**config.mk**
```make
export PLATFORM = sky130hd
export DESIGN_NAME = uart_tx_queue
export DESIGN_NICKNAME = d
export VERILOG_FILES = /design/src/rtl/uart_tx_queue.sv
export SDC_FILE = /design/constraint.sdc
export NUM_CORES = 1
export LEC_CHECK = 0
export CAP_MARGIN = 0
export CELL_PAD_IN_SITES_DETAIL_PLACEMENT = 0
export CELL_PAD_IN_SITES_GLOBAL_PLACEMENT = 1
export CORE_UTILIZATION = 40
export DETAILED_ROUTE_END_ITERATION = 8
export PLACE_DENSITY_LB_ADDON = 0.05
export SKIP_CTS_REPAIR_TIMING = 1
export SLEW_MARGIN = 30
export SYNTH_ARGS = -nofsm -noshare
export SYNTH_HDL_FRONTEND = slang
export SYNTH_SLANG_ARGS = --single-unit
```
**constraint.sdc**
```tcl
create_clock -name clock -period 2.7 [get_ports clock]
set_input_delay 0.54 -clock clock [delete_from_list [all_inputs] [get_ports clock]]
set_output_delay 0.54 -clock clock [all_outputs]
set_load 0.02 [all_outputs]
```
**src/rtl/uart_tx_queue.sv**
```systemverilog
`default_nettype none
// ============================================================================
// Module      : uart_tx_queue
// Description : Byte FIFO feeding a UART transmitter. Releases one byte at a
//               time on d_in with a fixed-width tx_send request, then tracks
//               the transmitter's (synchronised) sending flag until the frame
//               completes. Optional drop counter: UART_TXQ_DROP_COUNT_EN.
// Revision    : 1.0 - initial release
// ============================================================================
module uart_tx_queue #(
    parameter int DEPTH_LOG2    = 4,
    parameter int SEND_HOLD     = 4,
    parameter int START_TIMEOUT = 1024
) (
    input  logic                  clock,
    input  logic                  clrn,
    input  logic                  wr_en,
    input  logic [7:0]            wr_data,
    output logic                  full,
    output logic                  empty,
    output logic [DEPTH_LOG2:0]   level,
    output logic [7:0]            d_in,
    output logic                  tx_send,
    input  logic                  sending,
    output logic                  busy,
    output logic                  overflow,
    output logic                  timeout_err
`ifdef UART_TXQ_DROP_COUNT_EN
    ,
    output logic [7:0]            drop_count
`endif
);

    localparam int c_DEPTH  = 1 << DEPTH_LOG2;
    localparam int c_HOLD_W = $clog2(SEND_HOLD + 1);
    localparam int c_TO_W   = $clog2(START_TIMEOUT);

    localparam logic [DEPTH_LOG2-1:0] c_PTR_ONE    = DEPTH_LOG2'(1);
    localparam logic [DEPTH_LOG2:0]   c_LVL_ONE    = (DEPTH_LOG2 + 1)'(1);
    localparam logic [DEPTH_LOG2:0]   c_LVL_FULL   = {1'b1, {DEPTH_LOG2{1'b0}}};
    localparam logic [c_HOLD_W-1:0]   c_HOLD_INIT  = c_HOLD_W'(SEND_HOLD);
    localparam logic [c_HOLD_W-1:0]   c_HOLD_ONE   = c_HOLD_W'(1);
    localparam logic [c_TO_W-1:0]     c_TO_ONE     = c_TO_W'(1);
    localparam logic [c_TO_W-1:0]     c_TO_LAST    = c_TO_W'(START_TIMEOUT - 1);

    localparam logic [1:0] c_ST_IDLE       = 2'd0;
    localparam logic [1:0] c_ST_PULSE      = 2'd1;
    localparam logic [1:0] c_ST_WAIT_START = 2'd2;
    localparam logic [1:0] c_ST_WAIT_DONE  = 2'd3;

    logic [7:0]            r_mem [c_DEPTH];
    logic [DEPTH_LOG2-1:0] r_wr_ptr;
    logic [DEPTH_LOG2-1:0] r_rd_ptr;
    logic [DEPTH_LOG2:0]   r_level;
    logic [7:0]            r_d_in;
    logic                  r_overflow;
    logic                  r_timeout_err;
    logic                  r_snd_meta;
    logic                  r_snd_s;

    logic [1:0]            r_state;
    logic [1:0]            w_state_nxt;
    logic [c_HOLD_W-1:0]   r_hold;
    logic [c_HOLD_W-1:0]   w_hold_nxt;
    logic [c_TO_W-1:0]     r_to_cnt;
    logic [c_TO_W-1:0]     w_to_cnt_nxt;

    logic w_full;
    logic w_empty;
    logic w_pop;
    logic w_push;
    logic w_overflow;
    logic w_timeout;

    assign w_full  = (r_level == c_LVL_FULL);
    assign w_empty = (r_level == '0);

    // A pop in the same cycle frees a slot, so a write while full still lands.
    assign w_push     = wr_en && (!w_full || w_pop);
    assign w_overflow = wr_en && w_full && !w_pop;

    // sending lives in the UART clock domain
    always_ff @(posedge clock or negedge clrn) begin
        if (!clrn) begin
            r_snd_meta <= 1'b0;
            r_snd_s    <= 1'b0;
        end else begin
            r_snd_meta <= sending;
            r_snd_s    <= r_snd_meta;
        end
    end

    always_ff @(posedge clock) begin
        if (w_push) begin
            r_mem[r_wr_ptr] <= wr_data;
        end
    end

    always_ff @(posedge clock or negedge clrn) begin
        if (!clrn) begin
            r_wr_ptr   <= '0;
            r_rd_ptr   <= '0;
            r_level    <= '0;
            r_d_in     <= 8'h00;
            r_overflow <= 1'b0;
        end else begin
            if (w_push) begin
                r_wr_ptr <= r_wr_ptr + c_PTR_ONE;
            end
            if (w_pop) begin
                r_rd_ptr <= r_rd_ptr + c_PTR_ONE;
                r_d_in   <= r_mem[r_rd_ptr];
            end
            case ({w_push, w_pop})
                2'b10:   r_level <= r_level + c_LVL_ONE;
                2'b01:   r_level <= r_level - c_LVL_ONE;
                default: r_level <= r_level;
            endcase
            r_overflow <= w_overflow;
        end
    end

    always_ff @(posedge clock or negedge clrn) begin
        if (!clrn) begin
            r_state       <= c_ST_IDLE;
            r_hold        <= '0;
            r_to_cnt      <= '0;
            r_timeout_err <= 1'b0;
        end else begin
            r_state       <= w_state_nxt;
            r_hold        <= w_hold_nxt;
            r_to_cnt      <= w_to_cnt_nxt;
            r_timeout_err <= w_timeout;
        end
    end

    always_comb begin
        w_state_nxt  = r_state;
        w_hold_nxt   = r_hold;
        w_to_cnt_nxt = r_to_cnt;
        w_pop        = 1'b0;
        w_timeout    = 1'b0;
        case (r_state)
            c_ST_IDLE: begin
                if (!w_empty) begin
                    w_pop       = 1'b1;
                    w_hold_nxt  = c_HOLD_INIT;
                    w_state_nxt = c_ST_PULSE;
                end
            end
            c_ST_PULSE: begin
                w_hold_nxt = r_hold - c_HOLD_ONE;
                if (r_hold == c_HOLD_ONE) begin
                    w_to_cnt_nxt = '0;
                    w_state_nxt  = c_ST_WAIT_START;
                end
            end
            c_ST_WAIT_START: begin
                // A frame already in progress on entry counts as the start.
                if (r_snd_s) begin
                    w_state_nxt = c_ST_WAIT_DONE;
                end else if (r_to_cnt == c_TO_LAST) begin
                    w_timeout   = 1'b1;
                    w_state_nxt = c_ST_IDLE;
                end else begin
                    w_to_cnt_nxt = r_to_cnt + c_TO_ONE;
                end
            end
            c_ST_WAIT_DONE: begin
                if (!r_snd_s) begin
                    w_state_nxt = c_ST_IDLE;
                end
            end
            default: begin
                w_state_nxt = c_ST_IDLE;
            end
        endcase
    end

`ifdef UART_TXQ_DROP_COUNT_EN
    logic [7:0] r_drop_count;
    logic [1:0] w_drop_inc;
    logic [8:0] w_drop_sum;

    assign w_drop_inc = {1'b0, r_overflow} + {1'b0, r_timeout_err};
    assign w_drop_sum = {1'b0, r_drop_count} + {7'd0, w_drop_inc};

    always_ff @(posedge clock or negedge clrn) begin
        if (!clrn) begin
            r_drop_count <= 8'h00;
        end else if (w_drop_sum[8]) begin
            r_drop_count <= 8'hFF;
        end else begin
            r_drop_count <= w_drop_sum[7:0];
        end
    end

    assign drop_count = r_drop_count;
`endif

    assign full        = w_full;
    assign empty       = w_empty;
    assign level       = r_level;
    assign d_in        = r_d_in;
    assign tx_send     = (r_state == c_ST_PULSE);
    assign busy        = (r_state != c_ST_IDLE);
    assign overflow    = r_overflow;
    assign timeout_err = r_timeout_err;

endmodule
`default_nettype wire
```
# Word level (Yosys, flattened, before mapping)
# Memory sizes are Yosys's and may differ from the RTL's. A register that Yosys moved wholly into a read port is not among the register bits.
# Index checks and enable logic that the tools add are counted.
# totals
regBits	32
mem_bits_rw	128
input_bits	12
output_inout_bits	19
elab_cells	67
n_memories	1
# mem_list
name	depth	width	rd	rd_clocked_by_memory_dff	write_ports	line_no	source
r_mem	16	8	1	1	1	51	logic [7:0] r_mem [c_DEPTH];
# classes
addsub	6
eq_ne	14
muxes	20
n_reduce_logical	16
# ops
operator	count
two-way mux 10 bit	3
one-hot mux 10 bit (2 select lines)	1
adder 10 x 1 -> 10 bit, second input constant	1
== test 10 bit, second input constant	1
two-way mux 2 bit	5
one-hot mux 5 bit (2 select lines)	1
adder 4 x 1 -> 4 bit, second input constant	2
inequality test 2 bit, second input constant	4
one-hot mux 2 bit (4 select lines)	1
AND reduction 4 bit	2
nonzero test 2 bit	4
two-way mux 1 bit	7
== test 2 bit, second input constant	3
one-hot mux 3 bit (2 select lines)	1
adder 5 x 1 -> 5 bit, second input constant	1
== test 5 bit, second input constant	1
logical NOT 5 bit	1
subtractor 5 x 1 -> 5 bit, second input constant	1
== test 2 x 1 -> 1 bit, second input constant	2
== test 3 x 1 -> 1 bit, second input constant	1
logical AND 1 bit	3
logical NOT 1 bit	3
two-way mux 3 bit	1
inequality test 3 bit, second input constant	1
other kinds (5)	5

# Depth between registers and ports, before layout
# depth
word_depth	7
mapped_depth	11
depth_no_buf	10

# Least setup slack after synthesis
# OpenSTA, ideal clock, no wires.
# synth_path
path_kind	reg2reg
startpoint	reg r_level[1] (netlist: level[1])
endpoint	reg r_level[4] (netlist: level[4])
setup_time_ns	0.080
arrival_time_ns	2.449
required_time_ns	2.620
slack_ns	0.171
stages_incl_launch_ff	12
path_buffers	1
synth_period_minus_slack_ns	2.529
path_cell_list	dfrtp_1 > buf_6 > nor4_4 > a21oi_2 > nand2b_2 > o21ai_0 > ha_1 > o31a_1 > a2111oi_0 > a41oi_1 > o21ai_1 > xnor2_1
# synth_via
elab_chain_len	7
elab_cells_between_ends	13
cone_classes	add/sub (2); eq/ne (3); mux (3); reduce/logical (5)
# synth_lines
element	line_no	source
start, declared	54	logic [DEPTH_LOG2:0] r_level;
start signal, assigned	115	2'b10: r_level <= r_level + c_LVL_ONE;
start signal, assigned	116	2'b01: r_level <= r_level - c_LVL_ONE;
start signal, assigned	117	default: r_level <= r_level;
logical NOT 5 bit	76	assign w_empty = (r_level == '0);
two-way mux 1 bit	145	if (!w_empty) begin
two-way mux 1 bit	143	case (r_state)
logical OR 1 bit	79	assign w_push = wr_en && (!w_full || w_pop);
logical AND 1 bit	79	
== test 2 x 1 -> 1 bit / == test 2 bit (equally long branches)	114	case ({w_push, w_pop})
one-hot mux 5 bit (2 select lines) / nonzero test 2 bit (equally long branches)	--	
# Parallel ways exist; a longest one is shown, timed or not.
# A chain may end at the register's enable or synchronous reset.

# Worst setup path after layout
# layout_path
startpoint	reg r_level[2] (netlist: level[2])
endpoint	out empty
# layout_via
elab_chain_len	1
# layout_lines
element	line_no	source
logical NOT 5 bit	76	
end, declared	20	output logic empty,
# Every way passes these cells.

==> results.md <==
Route:
- The first routing iteration left 242 violations.
- The routed layout has 3600 vias.
- The number of detailed-routing iterations run before antenna repair is 4.
- After detailed routing, the average wire length per cell comes to 20.2 um.
- In the routed design, unresolved DRC markers number 0.
- After detailed routing, the total wire length is 14000 um.
- In this run the remaining antenna-violating nets after routing total 0.
- After detailed routing, the number of vias per cell comes to 5.19.

GRT:
- The via count of the first global-routing pass was 3760.
- The wire length of the first global-routing pass is 22300 um.
- For this run the aggregate overflow at the end of global routing stands at 0.
- The initial antenna violation count was 0.
- The overall routing resource usage is 17.4%.
- Entering global routing, the biggest net connects 35 pins.

Placement:
- The placer congestion estimate is 0.777.
- The pre-CTS setup slack is 15.8 ps.
- Port buffering added 30 buffers.
- Detailed placement ended at an HPWL of 8960 um.
- The placed standard-cell area is 7660 um2.

Worst hold path:
- The worst hold path belongs to the class in2async.

STA:
- The number of hold violations in the final report is 0.
- Setup violations remaining at the end of the flow were counted as 0.
- The maximum achievable frequency is 380 MHz.
- The measured slew at the worst slew-check pin is 639 ps.
- Setup slack closes at 65.2 ps.
- The worst slew margin relative to its limit is 57.4%.
- The final period utilization is 97.6%.
- The clock period minus final worst setup slack is 2630 ps.
- Across the routed clock network, the largest skew measured is 5.29 ps.
- The setup total negative slack is 0 ps.
- The count of final max-slew check failures is 0.

Outcome:
- The run finished with clean final reports.

Worst setup path:
- The nature of the critical path endpoint is a primary output.
- The category of the critical setup timing path is reg2out.
- STA puts the critical path data arrival time at 2090 ps.
- The signal on the critical path passes through nor4_4 -> and2_1 -> clkdlybuf4s50_1.
- The slowest stage of the critical path belongs to the cell clkdlybuf4s50_1.
- The highest net fanout along the worst path is 6.
- The critical path startpoint category is a flip-flop.
- The delay of the slowest cell on the worst path is 610 ps.
- The worst endpoint required time is 2160 ps.

Clock tree:
- The TritonCTS clock tree is done.
- After clock tree synthesis, the clock-pin slew on the worst setup and hold paths is 70 ps.
- The CTS buffer count is 17.
- The cell at the root of the clock tree is clkbuf_16.
- For the worst-skew pair, the clock arrives at the later sink with an insertion delay of 420 ps.
- The depth of the CTS H-tree is 4.
- Clock tree synthesis found a total of 168 sinks.
- The clock passes through at most 2 buffers.

Power and ir drop:
- IR analysis of the VDD net gives a maximum drop of 0.490 mV.
- The leakage power total is 2.96 nW.
- The total power after layout is 8.80 mW.
- The power density relative to cell area is 1060 nW/um2.

Flow run:
- The tool flagged a number of max-cap violations equal to 0.

Floorplanning:
- The floorplan step defined a die boundary enclosing 17900 um2.
- Once the floorplan was initialized, standard cells occupied 41.5% of the core.
- The number of ports placed on the die boundary is 31.
- In this run the horizontal extent of the chip is 134 um.
- The placement row count is 47.
- The standard cell core area is 16800 um2.
- The die is 134 um tall.

Yosys:
- Synthesis instantiated 57 different standard cells from the library.
- The most used flip-flop cell after synthesis is edfxtp_1.
- The flip-flop and latch count after synthesis is 168.
- For this run, asynchronously set or reset flops after synthesis account for 23.8%.
- The average cell area after synthesis is 17.4 um2.
- The synthesized netlist occupies a cell area of 6950 um2.
- The number of nets in the synthesized netlist is 421.
- The share of synthesized area occupied by flip-flops and latches is 69.7%.
- The cell count after synthesis came out at 399.
- For this run, the number of Yosys warnings is 0.
- The number of enable-type register cells in the synthesized netlist is 128.

Cells and area:
- The final non-filler cell area is 8290 um2.
- The core occupancy in the finished layout is 49.5%.
- The number of antenna diodes in the final layout is 0.
- Relative to the synthesized area, the layout overhead comes to 19.3%.
- In the final design database the tool counted 483 nets.
- Fill cells in the final layout number 1421.
- The post-route netlist has 23.6% of its cells at a drive strength greater than 1.
critical path, delay by kind of cell, from the launching register on:
family / cells / cell delay [ps]
buffers and inverters: 1 / 610
flip-flops: 1 / 410
AND/OR/NAND/NOR: 2 / 660
logic make-up (layout without fill, tap and decap cells):
| logic type | Yosys count | in the layout | synth area share [%] |
|---|---|---|---|
| xor+xnor | 16 | 16 | 2.02 |
| mux | 53 | 53 | 13.4 |
| flops | 168 | 168 | 69.7 |
| buf+inv | 29 | 104 | 2.11 |
| fa+ha+maj | 10 | 10 | 1.80 |
| simple gates | 94 | 94 | 7.56 |
| compound gates | 29 | 29 | 3.35 |
stage by stage:
stage	cells	hold WS [ps]
global placement	659	332
CTS	691	156
global route	694	179
detailed placement	659	351
finish	694	138
floorplan	399	244
power by group:
part	switching, mW	internal [mW]	total, mW
sequential	0.242	3.20	3.44
clock	1.00	1.47	2.47
combinational	1.55	1.34	2.88
total	2.79	6.00	8.80
cell usage after synthesis (2+ instances only):
cell | count | share of area [%]
a221oi_2 | 3 | 0.65
buf_4 | 2 | 0.22
a21oi_1 | 3 | 0.22
a221oi_1 | 5 | 0.63
clkbuf_1 | 5 | 0.27
nand2b_1 | 2 | 0.18
o21ai_0 | 7 | 0.50
nor4_1 | 4 | 0.36
nor3b_1 | 2 | 0.22
and3_1 | 4 | 0.36
nand2_1 | 18 | 0.97
nand4_1 | 6 | 0.54
nand3_1 | 6 | 0.43
mux2_1 | 2 | 0.32
inv_1 | 10 | 0.54
xor2_1 | 7 | 0.88
buf_2 | 5 | 0.36
xnor2_1 | 9 | 1.1
buf_1 | 2 | 0.11
mux2i_1 | 18 | 2.6
nor2_1 | 24 | 1.3
edfxtp_1 | 128 | 55
dfrtp_1 | 40 | 14
ha_1 | 10 | 1.8
and2_1 | 12 | 1.1
mux4_2 | 32 | 10
buf_6 | 3 | 0.49
worst paths after layout:
kind	start	endpoint	slack, ps	cells after the start
setup / recovery	level[2]	empty	70	3
hold / removal	clrn	d_in[6]	140	1
setup reg to reg	level[2]	level[4]	120	11
hold reg to reg	r_snd_meta	r_snd_s	360	0
max in group asynchronous	clrn	level[4]	1970	2
min in group clock	r_snd_meta	r_snd_s	360	0
area by class of cell:
class / instances / area (um2) / share of cell area, %
Inverter: 11 / 41.3 / 0.498
Clock inverter: 13 / 170 / 2.05
Timing Repair Buffer: 61 / 553 / 6.67
Tap cell: 220 / 275 / 3.32
Sequential cell: 168 / 4850 / 58.5
Clock buffer: 19 / 433 / 5.22
Multi-Input combinational cell: 202 / 1970 / 23.8
metal layers:
layer	track usage, %	up-vias	wire length (um)
met4	6.06	0	149
met5	0	-	0
li1	-	1672	-
met2	27.0	41	6800
met1	24.4	1876	6760
met3	3.59	11	277
state kept, by name, indices dropped and copies added (netlist names):
signal,count
level,5
r_rd_ptr,4
r_wr_ptr,4
r_mem,128
timeout_err,1
overflow,1
r_hold,3
r_state,2
r_to_cnt,10
r_snd_s,1
r_snd_meta,1
d_in,8
layout by cell type, fill, tap and decap left out, types with 3 or more instances in the layout:
cell	netlist	routed
nand4_1	6	6
mux4_2	32	32
xnor2_1	9	9
edfxtp_1	128	128
nor2_1	24	24
a221oi_2	3	3
ha_1	10	10
and3_1	4	4
inv_1	10	10
nand2_1	18	18
and2_1	12	12
clkbuf_16	0	17
clkinv_4	0	4
dfrtp_1	40	39
bufinv_16	0	3
nand3_1	6	6
a21oi_1	3	3
o21ai_0	7	7
buf_4	2	29
clkdlybuf4s50_1	0	29
mux2i_1	18	18
a221oi_1	5	5
xor2_1	7	7
No activity file was read; power rests on OpenSTA's default activity.
==> RTL edit, RTL diff (same flow settings) <==
Change the parameter `DEPTH_LOG2` from 4 to 6.
--- a/src/rtl/uart_tx_queue.sv
+++ b/src/rtl/uart_tx_queue.sv
@@ -9,5 +9,5 @@
 // ============================================================================
 module uart_tx_queue #(
-    parameter int DEPTH_LOG2    = 4,
+    parameter int DEPTH_LOG2    = 6,
     parameter int SEND_HOLD     = 4,
     parameter int START_TIMEOUT = 1024
Ports: changed (resized level); port bits go from 31 to 33. No check against the original RTL was run, so the function may have changed too.
==> RTL edit against the original RTL <==
Sequential power rose to 3.0 times the old value; wire length rose to 3.9 times the old value; total power rose to 3.0 times the old value; design area rose to 3.2 times the old value; sequential cell count rose by 390; setup slack improved by 0.013 ns; the run now ends with negative hold slack left; critical path type is now reg2reg; highest routed layer unchanged; critical endpoint is now d_in[1]$_DFFE_PN0N_; area after synthesis rose to 3.2 times the old value; clock skew rose by 0.015 ns.
==> RTL edit: results <==
[run_status]
run_status = "complete, but fails checks"
failing_checks = "negative hold slack"

[worst_setup_path]
regToRegSetupSlack_ns = 0.08
data_arrival_time_of_the_critical_path_ns = 3.12
critical_path.max_fanout = 12
r2r_start = "r_rd_ptr[0]$_DFFE_PN0N_"
crit_path_end = "d_in[1]$_DFFE_PN0N_"
rr_worst_depth = 9

[clock_network]
cts_buffers = 59
htree_num_levels = 2
clk_latency_ns = 0.62

[sta]
timing.hold.ws_ns = -0.03863
finalClockSkew_ns = 0.02031
postLayoutSetupSlackWorst_ns = 0.07805
count_of_endpoints_failing_hold_in_the_final_timing_report = 26

[route]
dr_wl_met2_microns = 25570
vias = 11430
met3_routed_wl_microns = 2105
wirelength_met1_microns = 25440
drt-initial-drc-count = 822

[logic_synthesis]
synthMuxAreaShare_pct = 14.67
synth.ff_latch_count = 558
synth-xor-area-share_pct = 0.8255
synth_sequential_area_ratio_pct = 74.17
yosys-top-cells-area = "sky130_fd_sc_hd__edfxtp_1 (69%), sky130_fd_sc_hd__mux4_2 (8.3%), sky130_fd_sc_hd__dfrtp_1 (5.2%), sky130_fd_sc_hd__mux2i_1 (3.5%), sky130_fd_sc_hd__mux4_1 (2.8%)"
postSynth.asyncResetShare_pct = 8.244

[finish]
sequential_cell_area_sq_um = 16530
layout_clock_area_share_pct = 6.945
multi_input_area_share_pct = 20.07
n_clock_buffer = 66
design.final.nets = 1396

[placement]
preCtsSetupSlack_ns = -0.01925
port_buffers = 32
placedCellCount = 2047

[power]
p_total_mw = 26.47
power.leakage_nw = 9.109
combinational_logic_power_mw = 8.23

[grt]
use_met2_pct = 30.98
-- RTL edit: changes by cell type in the layout (fill, tap and decap cells not counted), moves of 43 or more --
| cell | delta |
|---|---|
| sky130_fd_sc_hd__buf_4 | +137 |
| sky130_fd_sc_hd__clkbuf_16 | +43 |
| sky130_fd_sc_hd__edfxtp_1 | +384 |
| sky130_fd_sc_hd__mux2i_1 | +59 |
| sky130_fd_sc_hd__mux4_2 | +52 |
| sky130_fd_sc_hd__nor2_1 | +64 |
-- RTL edit: critical path, cell delays in order (launching register included) --
cell and delay, ns:
sky130_fd_sc_hd__dfrtp_4 0.47, sky130_fd_sc_hd__buf_12 0.17, sky130_fd_sc_hd__mux4_2 0.54, sky130_fd_sc_hd__mux2i_2 0.22, sky130_fd_sc_hd__nor2_2 0.06, sky130_fd_sc_hd__nor4_2 0.34, sky130_fd_sc_hd__buf_4 0.17, sky130_fd_sc_hd__a2111oi_0 0.06
sky130_fd_sc_hd__buf_4 0.21, sky130_fd_sc_hd__a221o_1 0.26
